`src/rtl/muldiv_sequencer.sv`:
```
// muldiv_sequencer: iterative RV32M multiply/divide, one bit per cycle.
// Ports: clk, reset (async, active-low), start, flush, Funct3,
//   SrcA, SrcB -> busy, done, Result.
// Macro MULDIV_FAST_SPECIAL_EN: div-by-zero/overflow skip to DONE.
module muldiv_sequencer #(
  parameter int XLEN = 32
) (
  input  logic            clk,
  input  logic            reset,
  input  logic            start,
  input  logic            flush,
  input  logic [2:0]      Funct3,
  input  logic [XLEN-1:0] SrcA,
  input  logic [XLEN-1:0] SrcB,
  output logic            busy,
  output logic            done,
  output logic [XLEN-1:0] Result
);

  typedef enum logic [1:0] {
    IDLE, CALC, FIX, DONE
  } state_t;

  localparam logic [XLEN-1:0] MINV =
    {1'b1, {(XLEN-1){1'b0}}};
  localparam logic [5:0] LAST = 6'(XLEN-1);

  state_t state, nstate;

  logic [2:0]        f3;
  logic              na, nb;
  logic              divz, ovf;
  logic [5:0]        cnt;
  logic [2*XLEN-1:0] acc;
  logic [2*XLEN-1:0] sh;
  logic [XLEN-1:0]   opb;
  logic              busy_nx, done_nx;

  logic              accept;
  logic              sa_in, sb_in;
  logic              na_in, nb_in;
  logic              divz_in, ovf_in;
  logic              special_in;
  logic [XLEN-1:0]   mag_a, mag_b;
  logic [XLEN-1:0]   special_res;

  assign accept = (state == IDLE) && start && !flush;

  always_comb begin
    sa_in = 1'b0;
    sb_in = 1'b0;
    unique case (Funct3)
      3'b001, 3'b100, 3'b110: begin
        sa_in = 1'b1;
        sb_in = 1'b1;
      end
      3'b010: sa_in = 1'b1;
      default: ;
    endcase
  end

  assign na_in = sa_in & SrcA[XLEN-1];
  assign nb_in = sb_in & SrcB[XLEN-1];
  assign mag_a = na_in ? -SrcA : SrcA;
  assign mag_b = nb_in ? -SrcB : SrcB;

  assign divz_in = Funct3[2] && (SrcB == '0);
  assign ovf_in  = Funct3[2] && !Funct3[0] &&
                   (SrcA == MINV) && (&SrcB);

  always_comb begin
    special_res = '0;
    if (divz_in)
      special_res = Funct3[1] ? SrcA : '1;
    else if (ovf_in)
      special_res = Funct3[1] ? '0 : MINV;
  end

`ifdef MULDIV_FAST_SPECIAL_EN
  assign special_in = divz_in | ovf_in;
`else
  assign special_in = 1'b0;
`endif

  // Restoring divide step: remainder pulls in
  // the next dividend bit from the top of sh.
  logic [XLEN:0]   rem_sh;
  logic            ge;
  logic [XLEN-1:0] sub;

  assign rem_sh = {acc[2*XLEN-1:XLEN], sh[XLEN-1]};
  assign ge     = rem_sh >= {1'b0, opb};
  assign sub    = rem_sh[XLEN-1:0] - opb;

  logic [2*XLEN-1:0] prod;
  logic [XLEN-1:0]   quo, rem, fix_res;

  assign prod = (na ^ nb) ? -acc : acc;
  assign quo  = (na ^ nb) ? -acc[XLEN-1:0]
                          : acc[XLEN-1:0];
  assign rem  = na ? -acc[2*XLEN-1:XLEN]
                   : acc[2*XLEN-1:XLEN];

  always_comb begin
    fix_res = '0;
    unique case (1'b1)
      divz: fix_res = f3[1] ? rem : '1;
      ovf:  fix_res = f3[1] ? '0 : MINV;
      default: begin
        unique case (f3)
          3'b000: fix_res = prod[XLEN-1:0];
          3'b001, 3'b010, 3'b011:
            fix_res = prod[2*XLEN-1:XLEN];
          3'b100, 3'b101: fix_res = quo;
          default: fix_res = rem;
        endcase
      end
    endcase
  end

  always_ff @(posedge clk or negedge reset) begin
    if (!reset) state <= IDLE;
    else        state <= nstate;
  end

  always_comb begin
    nstate = state;
    unique case (state)
      IDLE:
        if (accept)
          nstate = special_in ? DONE : CALC;
      CALC:
        if (flush)             nstate = IDLE;
        else if (cnt == LAST)  nstate = FIX;
      FIX:  nstate = flush ? IDLE : DONE;
      DONE: nstate = IDLE;
    endcase
  end

  always_comb begin
    busy_nx = (nstate == CALC) || (nstate == FIX);
    done_nx = (nstate == DONE);
  end

  always_ff @(posedge clk or negedge reset) begin
    if (!reset) begin
      busy <= 1'b0;
      done <= 1'b0;
    end else begin
      busy <= busy_nx;
      done <= done_nx;
    end
  end

  always_ff @(posedge clk or negedge reset) begin
    if (!reset) begin
      f3     <= '0;
      na     <= 1'b0;
      nb     <= 1'b0;
      divz   <= 1'b0;
      ovf    <= 1'b0;
      cnt    <= '0;
      acc    <= '0;
      sh     <= '0;
      opb    <= '0;
      Result <= '0;
    end else begin
      unique case (state)
        IDLE:
          if (accept) begin
            f3   <= Funct3;
            na   <= na_in;
            nb   <= nb_in;
            divz <= divz_in;
            ovf  <= ovf_in;
            cnt  <= '0;
            acc  <= '0;
            sh   <= {{XLEN{1'b0}}, mag_a};
            opb  <= mag_b;
            if (special_in)
              Result <= special_res;
          end
        CALC:
          if (!flush) begin
            cnt <= cnt + 6'd1;
            sh  <= sh << 1;
            if (f3[2]) begin
              acc <= ge ?
                {sub, acc[XLEN-2:0], 1'b1} :
                {rem_sh[XLEN-1:0],
                 acc[XLEN-2:0], 1'b0};
            end else begin
              if (opb[0]) acc <= acc + sh;
              opb <= opb >> 1;
            end
          end
        FIX:
          if (!flush) Result <= fix_res;
        default: ;
      endcase
    end
  end

endmodule

```
`config.mk`:
```
export PLATFORM = sky130hd
export DESIGN_NAME = muldiv_sequencer
export DESIGN_NICKNAME = d
export VERILOG_FILES = /design/src/rtl/muldiv_sequencer.sv
export SDC_FILE = /design/constraint.sdc
export NUM_CORES = 1
export LEC_CHECK = 0
export CAP_MARGIN = 15
export CORE_MARGIN = 5
export CORE_UTILIZATION = 45
export CTS_BUF_LIST = sky130_fd_sc_hd__clkbuf_8
export DETAILED_ROUTE_END_ITERATION = 12
export PLACE_DENSITY = 0.61
export SLEW_MARGIN = 20
export SYNTH_ARGS = -nofsm -noshare
export SYNTH_HDL_FRONTEND = slang
export SYNTH_SLANG_ARGS = --single-unit
```
`constraint.sdc`:
```
create_clock -name clk -period 5.9 [get_ports clk]
set_input_delay 0.59 -clock clk [delete_from_list [all_inputs] [get_ports clk]]
set_output_delay 0.59 -clock clk [all_outputs]
set_load 0.1 [all_outputs]
```
==> metrics.cfg, run 1 <==
[timing]
skew_ns=0.01564
slew_headroom_pct=29.66
setup_violations=0
setup_tns_ns=0
rsz0062_at_grt=no
slew_violations=0
worst_pin_slew_ns=1.055
period_share_pct=74.18
finalHoldViolations=0
max_freq_ghz=0.2285
fin_crit_ns=4.376
setup_slack_ns=1.524

[worst_setup_path]
crit_path_max_fanout=6
cp-end-kind=flip-flop
crit_type=flip-flop to flip-flop
cp_slowest_cell=a2111oi_0
crit_chain=ha_1 > nand2_1 > or3_1 > nor4_1 > o21ai_1 > a2111oi_0 > o21ai_0 > o2111a_1 > a211o_1 > a22o_1
slowest_delay_ns=0.85
cp.required_ns=6.40
crit_arrival_ns=4.88
critPathLaunchType=flip-flop

[routing]
detail-route-antenna-nets=0
drt-total-wl_mm=66.18
routed-via-count=18600
firstDrtPassIters=6
dr.first_iter.drc_count=1800
drc=0
wl_per_cell_um=21.96
vias_per_cell=6.172

[power]
leakagePower_nw=9.065
total_power_w=0.008290
powerDensity_nw_per_um2=398.4
peakVddDrop_v=0.0001543

[synth]
ys_top_cells_by_area=dfrtp_1 28%, o21ai_0 7.3%, a21oi_1 7.2%
syn_area_per_cell_um2=7.625
synth-seq-cells=209
yosys.area.top_type_share_pct=28.21
yosysTopAreaCell=dfrtp_1
yosysSeqAreaShare_pct=28.21
netlist_area_um2=18540
synth_nets=2607
synthFlopType=dfrtp_1
netlist_instances=2432
async_flop_share_pct=100.0
yosys.cell_types.count=78
synth_edf_count=0
synth_warnings=0

[clock_network]
cts_tree=yes
cts.sinks=209
insertion_delay_ns=0.61
cts_root_buf=clkbuf_8
clockBufferDepth=3
ctsResizeCount=0
htree_levels=2
numCtsBuffers=41
clk_pin_slew_ns=0.06

[grt]
grt_pass1_wl_mm=102.8
antenna_found_initial=3
grt.overflow.total=0
first_global_vias=17310
track_usage_pct=28.65
grt_max_degree=122

[floorplanning]
coreArea_um2=40830
start_util_pct=45.41
fp.dieH_um=213.0
die_area_um2=45370
rows=74
die_w_um=213.0
io_pins=105

[cells_and_area]
final_nets=2626
drive_gt1_share_pct=5.482
fillers=3979
syn2layout_area_growth_pct=12.21
finish.instance_area_um2=20810
layout_common_cells=288 x nand2_1, 268 x o21ai_0, 264 x a21oi_1
antennaDiodeCount=0
fin_util_pct=50.96
layout_commonest_cell=nand2_1

[outcome]
status=finished, final reports clean

[place]
place_ws_ns=1.611
hpwl_mm=50.00
dpl_cell_area_um2=19920
place_congestion=0.9667
port_buffers=104

[min_path]
hold_class=flip-flop to flip-flop

[flow_run]
drv_cap=0

==> final timing paths <==
check / slack [ns] / to / depth (start not counted) / from
worst max-delay path: 1.52 / acc[59] / 10 / acc[18]
worst min-delay path: 0.47 / Result[27] / 2 / Result[27]
worst max register to register: 1.52 / acc[59] / 10 / acc[18]
worst min register to register: 0.47 / Result[27] / 2 / Result[27]
max in group asynchronous: 4.15 / f3[2] / 3 / reset
min in group asynchronous: 0.54 / Result[13] / 2 / reset
==> synthesized netlist by cell type, types with 10 or more instances <==
library cell,number
nand2_1,288
clkbuf_1,142
o211ai_1,17
a21o_1,40
inv_1,74
mux2i_1,20
ha_1,102
o21ai_0,269
o22ai_1,15
xnor2_1,105
o21ai_1,13
and2_1,13
or4_1,17
o41ai_1,11
or3_1,30
and3_1,11
nor4_1,19
a22o_1,46
a221oi_1,13
o31ai_1,30
xor2_1,119
dfrtp_1,209
nand3_1,43
a31oi_1,27
nand2b_1,14
a211oi_1,15
o21bai_1,19
or2_2,10
nor3_1,43
a21oi_1,265
nor2_1,208
nand4_1,43
nor2b_1,12
==> repair_timing <==
item | in CTS | in global routing
hold buffers | 1 | 0
endpoints found under the setup margin | 0 | 0
endpoints found under the hold margin | 5 | 0
setup buffers | 0 | 0
==> through the flow <==
stage               std cells  hold slack [ns]
floorplan                2432           0.2944
global placement         2938           0.4622
detailed placement       2938           0.4642
CTS                      3012           0.4768
global route             3013           0.5068
finish                   3013           0.4733
==> layout make-up <==
cell class | instances | area [µm²] | area share, %
Sequential cell | 209 | 5231 | 25.14
Tap cell | 532 | 665.6 | 3.199
Multi-Input combinational cell | 1993 | 12490 | 60.03
Inverter | 74 | 277.8 | 1.335
Clock inverter | 23 | 170.2 | 0.8178
Clock buffer | 50 | 688.2 | 3.307
Timing Repair Buffer | 132 | 1284 | 6.170
==> worst max-delay path, delay by kind of cell (launching register included) <==
family                   cells  cell delay [ns]
AO/OA/AOI/OAI                6             2.40
AND/OR/NAND/NOR              3             0.99
adder cells (fa/ha/maj)      1             0.42
flip-flops                   1             0.47
==> power breakdown <==
group	switching, W	total [W]	internal [W]
combinational	0.00288	0.00455	0.00166
clock	0.000710	0.00157	0.000860
sequential	0.000492	0.00218	0.00168
total	0.00409	0.00829	0.00420
==> flip-flops by register name (all words and copies together) (netlist names) <==
name and flops:
Result 32, acc 64, busy 1, cnt 6, divz 1, done 1
f3 3, na 1, nb 1, opb 32, ovf 1, sh 64
state 2
==> cell families (layout without fill, tap and decap cells) <==
kind of cell / Yosys count / in the layout / share of synthesized area [%]
adder cells (fa/ha/maj): 104 / 104 / 7.099
AO/OA/AOI/OAI: 864 / 864 / 28.56
multiplexers: 22 / 22 / 1.201
buffers and inverters: 230 / 279 / 4.703
XOR/XNOR: 224 / 224 / 10.58
AND/OR/NAND/NOR: 779 / 779 / 19.66
flip-flops: 209 / 209 / 28.21
==> routing by layer <==
metal	part of all wire [%]	up-vias	global-route usage (%)
met5	0.020	-	0
li1	-	8863	-
met3	7.2	147	3.556
met2	42	760	41.59
met4	3.8	2	10.66
met1	47	8823	43.54
(Power assumes the default switching activity.)
==> inputs of run 2 (changes only) <==
--- a/config.mk
+++ b/config.mk
@@ -10,7 +10,7 @@
 export CORE_UTILIZATION = 45
 export CTS_BUF_LIST = sky130_fd_sc_hd__clkbuf_8
 export DETAILED_ROUTE_END_ITERATION = 12
-export PLACE_DENSITY = 0.61
+export PLACE_DENSITY = 0.63
 export SLEW_MARGIN = 20
 export SYNTH_ARGS = -nofsm -noshare
 export SYNTH_HDL_FRONTEND = slang
==> constraint.sdc (replaced) <==
create_clock -name clk -period 3.9 [get_ports clk]
set_input_delay 0.39 -clock clk [delete_from_list [all_inputs] [get_ports clk]]
set_output_delay 0.39 -clock clk [all_outputs]
set_load 0.1 [all_outputs]
==> run 2 against run 1 <==
Compared with the run above: sequential cell count did not move; register-to-register slack got worse by 1.4 ns; die area is the same; power is 54% higher; sequential share of layout area fell by 0.77 points; hold slack worse by 0.096 ns; clock skew is 0.021 ns higher; first-iteration DRC count down 6.0%; critical path depth grew 2; final cell count up 2.8%; non-clock buffer count rose by 88; critical endpoint is now Result[28].
==> metrics.cfg, run 2 (synthesis gave the netlist of run 1 again) <==
[outcome]
status=finished, final reports clean

[routing]
route.met2.wl_mm=29.10  ; +4.3%
top_layer=met4
drt-total-wl_mm=66.89  ; +1.1%
dr_wl_met3_mm=4.291  ; -10%
vias_per_cell=6.119  ; -0.85%
drc=0  ; unchanged
firstDrtPassIters=5  ; -1
wl_per_cell_um=21.59  ; -1.7%
wl_met1_mm=31.55  ; +1.8%
dr.first_iter.drc_count=1692  ; -6.0%
detail-route-antenna-nets=0  ; unchanged
routed-via-count=18960  ; +2.0%

[grt]
first_global_vias=18060  ; +4.3%
grt.overflow.total=0  ; unchanged
antenna_found_initial=0  ; -3
grt_max_degree=70  ; -43%
track_usage_pct=29.09  ; +0.44 points
grt_pass1_wl_mm=104.7  ; +1.8%

[power]
peakVddDrop_v=0.0002449  ; +59%
leakagePower_nw=9.519  ; +5.0%
total_power_w=0.01278  ; +54%
powerDensity_nw_per_um2=595.6  ; +49%

[floorplanning]
io_pins=105  ; unchanged
coreArea_um2=40830  ; unchanged
die_w_um=213.0  ; unchanged
start_util_pct=45.41  ; unchanged
fp.dieH_um=213.0  ; unchanged
die_area_um2=45370  ; unchanged
rows=74  ; unchanged

[worst_setup_path]
critPathLaunchType=flip-flop
cp_slowest_cell=or4b_4
crit_path_max_fanout=7  ; +1
crit_type=flip-flop to flip-flop
cp.required_ns=4.36  ; -2.04 ns
cp-end-kind=flip-flop
crit_chain=buf_4 > inv_1 > ha_1 > or3b_4 > nor4_2 > nand2_1 > or3_1 > or4b_4 > o41ai_2 > xnor2_1 > a222oi_1 > o21ai_1
crit_arrival_ns=4.21  ; -0.67 ns
slowest_delay_ns=0.53  ; -0.32 ns

[cells_and_area]
final_nets=2713  ; +3.3%
layout_common_cells=288 x nand2_1, 266 x o21ai_0, 265 x a21oi_1
top_regs=acc (64), sh (64)
fin_util_pct=52.56  ; +1.6 points
syn2layout_area_growth_pct=15.74
layout_commonest_cell=nand2_1
drive_gt1_share_pct=8.496  ; +3.0 points
antennaDiodeCount=0  ; unchanged
fillers=4016  ; +0.93%

[timing]
finalHoldViolations=0  ; unchanged
worst_pin_slew_ns=1.049  ; -0.006579 ns
setup_tns_ns=0  ; unchanged
skew_ns=0.03701  ; +0.02136 ns
slew_headroom_pct=29.88  ; +0.22 points
setup_violations=0  ; unchanged
whs_ns=0.3775  ; -0.09577 ns
fin_crit_ns=3.755  ; -0.6214 ns
slew_violations=0  ; unchanged
rsz0062_at_grt=no
max_freq_ghz=0.2663  ; +17%
setup_slack_ns=0.1450  ; -1.379 ns
period_share_pct=96.28  ; +22 points

[clock_network]
cts.sinks=209  ; unchanged
cts_root_buf=clkbuf_8
insertion_delay_ns=0.61  ; about the same
clk_pin_slew_ns=0.06  ; about the same
numCtsBuffers=40  ; -2.4%
cts_tree=yes
htree_levels=2  ; unchanged
cts_setup_buffers=0  ; unchanged
clockBufferDepth=3  ; unchanged

[place]
port_buffers=104  ; unchanged
place_ws_ns=0.05305  ; -1.558 ns
place_congestion=0.9731  ; +0.66%
hpwl_mm=51.67  ; +3.3%

[flow_run]
drv_cap=0  ; unchanged

[min_path]
hold_class=input pin to async pin

## run 2: changes by cell type in the layout (fill, tap and decap cells not counted), moves of 2 or more
cell	before	now
inv_6	0	4
nor2_1	203	205
clkinvlp_4	3	1
o21ai_0	268	266
buf_4	25	112
inv_1	84	86
nor2_2	3	1
clkbuf_8	50	45
bufinv_16	2	4
## run 2: critical path: cells and delay by family (launching register included)
family / cells / cell delay (ns)
compound gates: 3 / 0.70
xor+xnor: 1 / 0.10
fa+ha+maj: 1 / 0.24
buf+inv: 2 / 0.37
flops: 1 / 0.38
simple gates: 5 / 1.81
## run 2: metal layers
layer	GRT usage [%]	up-vias
li1	-	9036
met1	43.10	9127
met2	44.65	681
met3	3.717	114
met4	8.409	0
met5	0	-
## run 2: final timing paths
check	startpoint	end	slack [ns]	cells after the start
max in group asynchronous	reset	acc[47]	2.68	3
worst max-delay path	acc[33]	Result[28]	0.15	12
min in group clk	Result[13]	Result[13]	0.47	2
worst min-delay path	reset	Result[13]	0.38	2
worst max register to register	acc[33]	Result[28]	0.15	12
worst min register to register	Result[13]	Result[13]	0.47	2
## run 2: cell type report
type | instances | area, µm² | area share, %
clock inverter | 26 | 232.7 | 1.084
sequential | 209 | 5231 | 24.38
inverter | 74 | 277.8 | 1.294
timing repair buffer | 220 | 1956 | 9.113
tap | 532 | 665.6 | 3.102
clock buffer | 44 | 605.6 | 2.822
multi-input combinational | 1993 | 12490 | 58.21
## run 2: report_power, final
part           switching, W  total (W)  internal (W)
clock network       0.00104    0.00235       0.00132
logic               0.00461    0.00740       0.00278
registers          0.000483    0.00303       0.00255
## run 2: timing repair
action                                 in CTS  in global routing
endpoints found under the hold margin      65                  0
setup endpoints to repair                   0                 12
gates resized for setup                     0                  5
hold buffers                                1                  0
## run 2: per-stage QoR
| stage | cell area, µm² | instances |
|---|---|---|
| final | 21460 | 3098 |
| after global routing | 21460 | 3098 |
| after detailed placement | 20600 | 3027 |
| after global placement | 20600 | 3027 |
| after CTS | 21450 | 3098 |
| after floorplan | 18540 | 2432 |
==> inputs of run 3 (changes only) <==
--- a/config.mk
+++ b/config.mk
@@ -10,7 +10,8 @@
 export CORE_UTILIZATION = 45
 export CTS_BUF_LIST = sky130_fd_sc_hd__clkbuf_8
 export DETAILED_ROUTE_END_ITERATION = 12
-export PLACE_DENSITY = 0.63
+export DONT_BUFFER_PORTS = 1
+export PLACE_DENSITY = 0.6
 export SLEW_MARGIN = 20
 export SYNTH_ARGS = -nofsm -noshare
 export SYNTH_HDL_FRONTEND = slang
==> run 3 against run 2 <==
Compared with the run above: the run now ends with negative hold slack left; sequential share of layout area is 1.1 points higher; combinational power is 1% lower; utilization is 2.2 points lower; largest power group unchanged; clock skew is 0.0097 ns lower; critical endpoint unchanged.
==> metrics.cfg, run 3 (synthesis gave the netlist of run 1 again) <==
[outcome]
status=finished, violations left
violations=negative hold slack

[floorplanning]
rows=74  ; unchanged
fp.dieH_um=213.0  ; unchanged
coreArea_um2=40830  ; unchanged
start_util_pct=45.41  ; unchanged
io_pins=105  ; unchanged
die_w_um=213.0  ; unchanged
die_area_um2=45370  ; unchanged

[grt]
track_usage_pct=29.57  ; +0.47 points
first_global_vias=17910  ; -0.80%
grt_pass1_wl_mm=105.2  ; +0.45%
antenna_found_initial=0  ; unchanged
grt.overflow.total=0  ; unchanged
grt_max_degree=210  ; +200%

[cells_and_area]
syn2layout_area_growth_pct=10.86
drive_gt1_share_pct=8.966  ; +0.47 points
multi_input_comb_area_um2=12520  ; +0.19%
fin_util_pct=50.35  ; -2.2 points
top_regs=acc (64), sh (64)
layout_commonest_cell=nand2_1
ff_latch_area_um2=5231  ; unchanged
fillers=4032  ; +0.40%
final_nets=2609  ; -3.8%
fin_cells=2998  ; -3.2%
layout_common_cells=288 x nand2_1, 266 x o21ai_0, 265 x a21oi_1

[worst_setup_path]
crit_arrival_ns=4.17  ; -0.04 ns
crit_path_max_fanout=8  ; +1
crit_type=flip-flop to flip-flop
cp-end-kind=flip-flop
critPathLaunchType=flip-flop
cp.required_ns=4.36  ; about the same

[timing]
worst_pin_slew_ns=0.9844  ; -0.06415 ns
whs_ns=-0.5272  ; -0.9047 ns
skew_ns=0.02726  ; -0.009742 ns
finalHoldViolations=209  ; +209
slew_headroom_pct=34.37  ; +4.5 points
fin_crit_ns=3.712  ; -0.04272 ns
setup_tns_ns=0  ; unchanged
period_share_pct=95.19  ; -1.1 points
rsz0062_at_grt=no
slew_violations=0  ; unchanged
max_freq_ghz=0.2694  ; +1.2%
setup_violations=0  ; unchanged

[clock_network]
clk_pin_slew_ns=0.07  ; about the same
insertion_delay_ns=0.62  ; about the same
cts_tree=yes
cts.sinks=209  ; unchanged
cts_hold_buf=8  ; +7
htree_levels=2  ; unchanged
clockBufferDepth=3  ; unchanged
cts_root_buf=clkbuf_8
numCtsBuffers=41  ; +2.5%

[routing]
vias_per_cell=6.223  ; +1.7%
wl_per_cell_um=22.66  ; +5.0%
drt-total-wl_mm=67.94  ; +1.6%
dr.first_iter.drc_count=1705  ; +0.77%
routed-via-count=18660  ; -1.6%
firstDrtPassIters=6  ; +1
detail-route-antenna-nets=0  ; unchanged
drc=0  ; unchanged

[place]
dp_cells=2914  ; -3.7%
port_buffers=0  ; -100%
hpwl_mm=51.64  ; about the same
place_congestion=0.9984  ; +2.6%

[flow_run]
drv_cap=0  ; unchanged

[power]
powerDensity_nw_per_um2=632.0  ; +6.1%
leakagePower_nw=9.168  ; -3.7%
peakVddDrop_v=0.0003733  ; +52%

[min_path]
hold_class=input pin to async pin

run 3: cell types whose count changed in the layout (fill, tap and decap cells not counted), moves of 3 or more:
cell	delta
dlygate4sd3_1	+7
inv_6	-3
clkbuf_8	+6
clkdlybuf4s50_1	-103
inv_1	-5
buf_4	-8
clkinv_2	+4
run 3: critical path: stages, from the launching register on:
cell and delay, ns:
dfrtp_1 0.54, inv_1 0.19, ha_1 0.24, or3b_4 0.45, nor4_4 0.30, nand2_1 0.14
or3_1 0.36, or4b_4 0.53, o41ai_2 0.24, xnor2_1 0.10, a222oi_1 0.35, o21ai_1 0.09
run 3: metal layers:
layer	routed length [µm]	GRT usage, %
met1	31910	43.90
met2	28800	43.38
met3	5356	5.921
met4	1873	9.071
met5	0	0
run 3: layout make-up:
class                           count  share of cell area (%)
Antenna cell                        1                 0.01217
Clock buffer                       51                   3.414
Clock inverter                     23                   1.175
Inverter                           74                   1.351
Multi-Input combinational cell   1993                   60.88
Sequential cell                   209                   25.45
Tap cell                          532                   3.238
Timing Repair Buffer              115                   4.480
run 3: metrics by stage:
| step | power, W | worst slack, ns | cell area [µm²] |
|---|---|---|---|
| floorplan | 0.007987 | 0.5512 | 18540 |
| global placement | 0.01014 | -0.06602 | 19490 |
| detailed placement | 0.01021 | -0.1482 | 19490 |
| CTS | 0.01289 | 0.09073 | 20520 |
| global route | 0.01390 | 0.004181 | 20550 |
| finish | 0.01299 | 0.1877 | 20560 |
run 3: repair_timing:
| action | 4_1_cts | 5_1_grt |
|---|---|---|
| resized for setup | 3 | 6 |
| pin swaps | 0 | 1 |
| endpoints found under the setup margin | 3 | 13 |
| endpoints found under the hold margin | 218 | 209 |
| setup buffers | 0 | 1 |
run 3: worst paths after layout:
| check | start | end | slack, ns | depth (start not counted) |
|---|---|---|---|---|
| worst max register to register | acc[33] | Result[28] | 0.19 | 11 |
| worst min-delay path | reset | Result[15] | -0.53 | 0 |
| worst max-delay path | acc[33] | Result[28] | 0.19 | 11 |
| worst min register to register | cnt[4] | cnt[4] | 0.50 | 1 |
| min in group clk | Funct3[2] | divz | 0.06 | 2 |
| max in group asynchronous | reset | opb[20] | 4.07 | 0 |
run 3: where the power goes:
group / leakage, nW / internal (W) / switching (W) / total (W)
combinational: 5.85 / 0.00270 / 0.00459 / 0.00729
sequential: 2.80 / 0.00255 / 0.000533 / 0.00308
clock: 0.520 / 0.00152 / 0.00110 / 0.00262
total: 9.17 / 0.00678 / 0.00622 / 0.0130
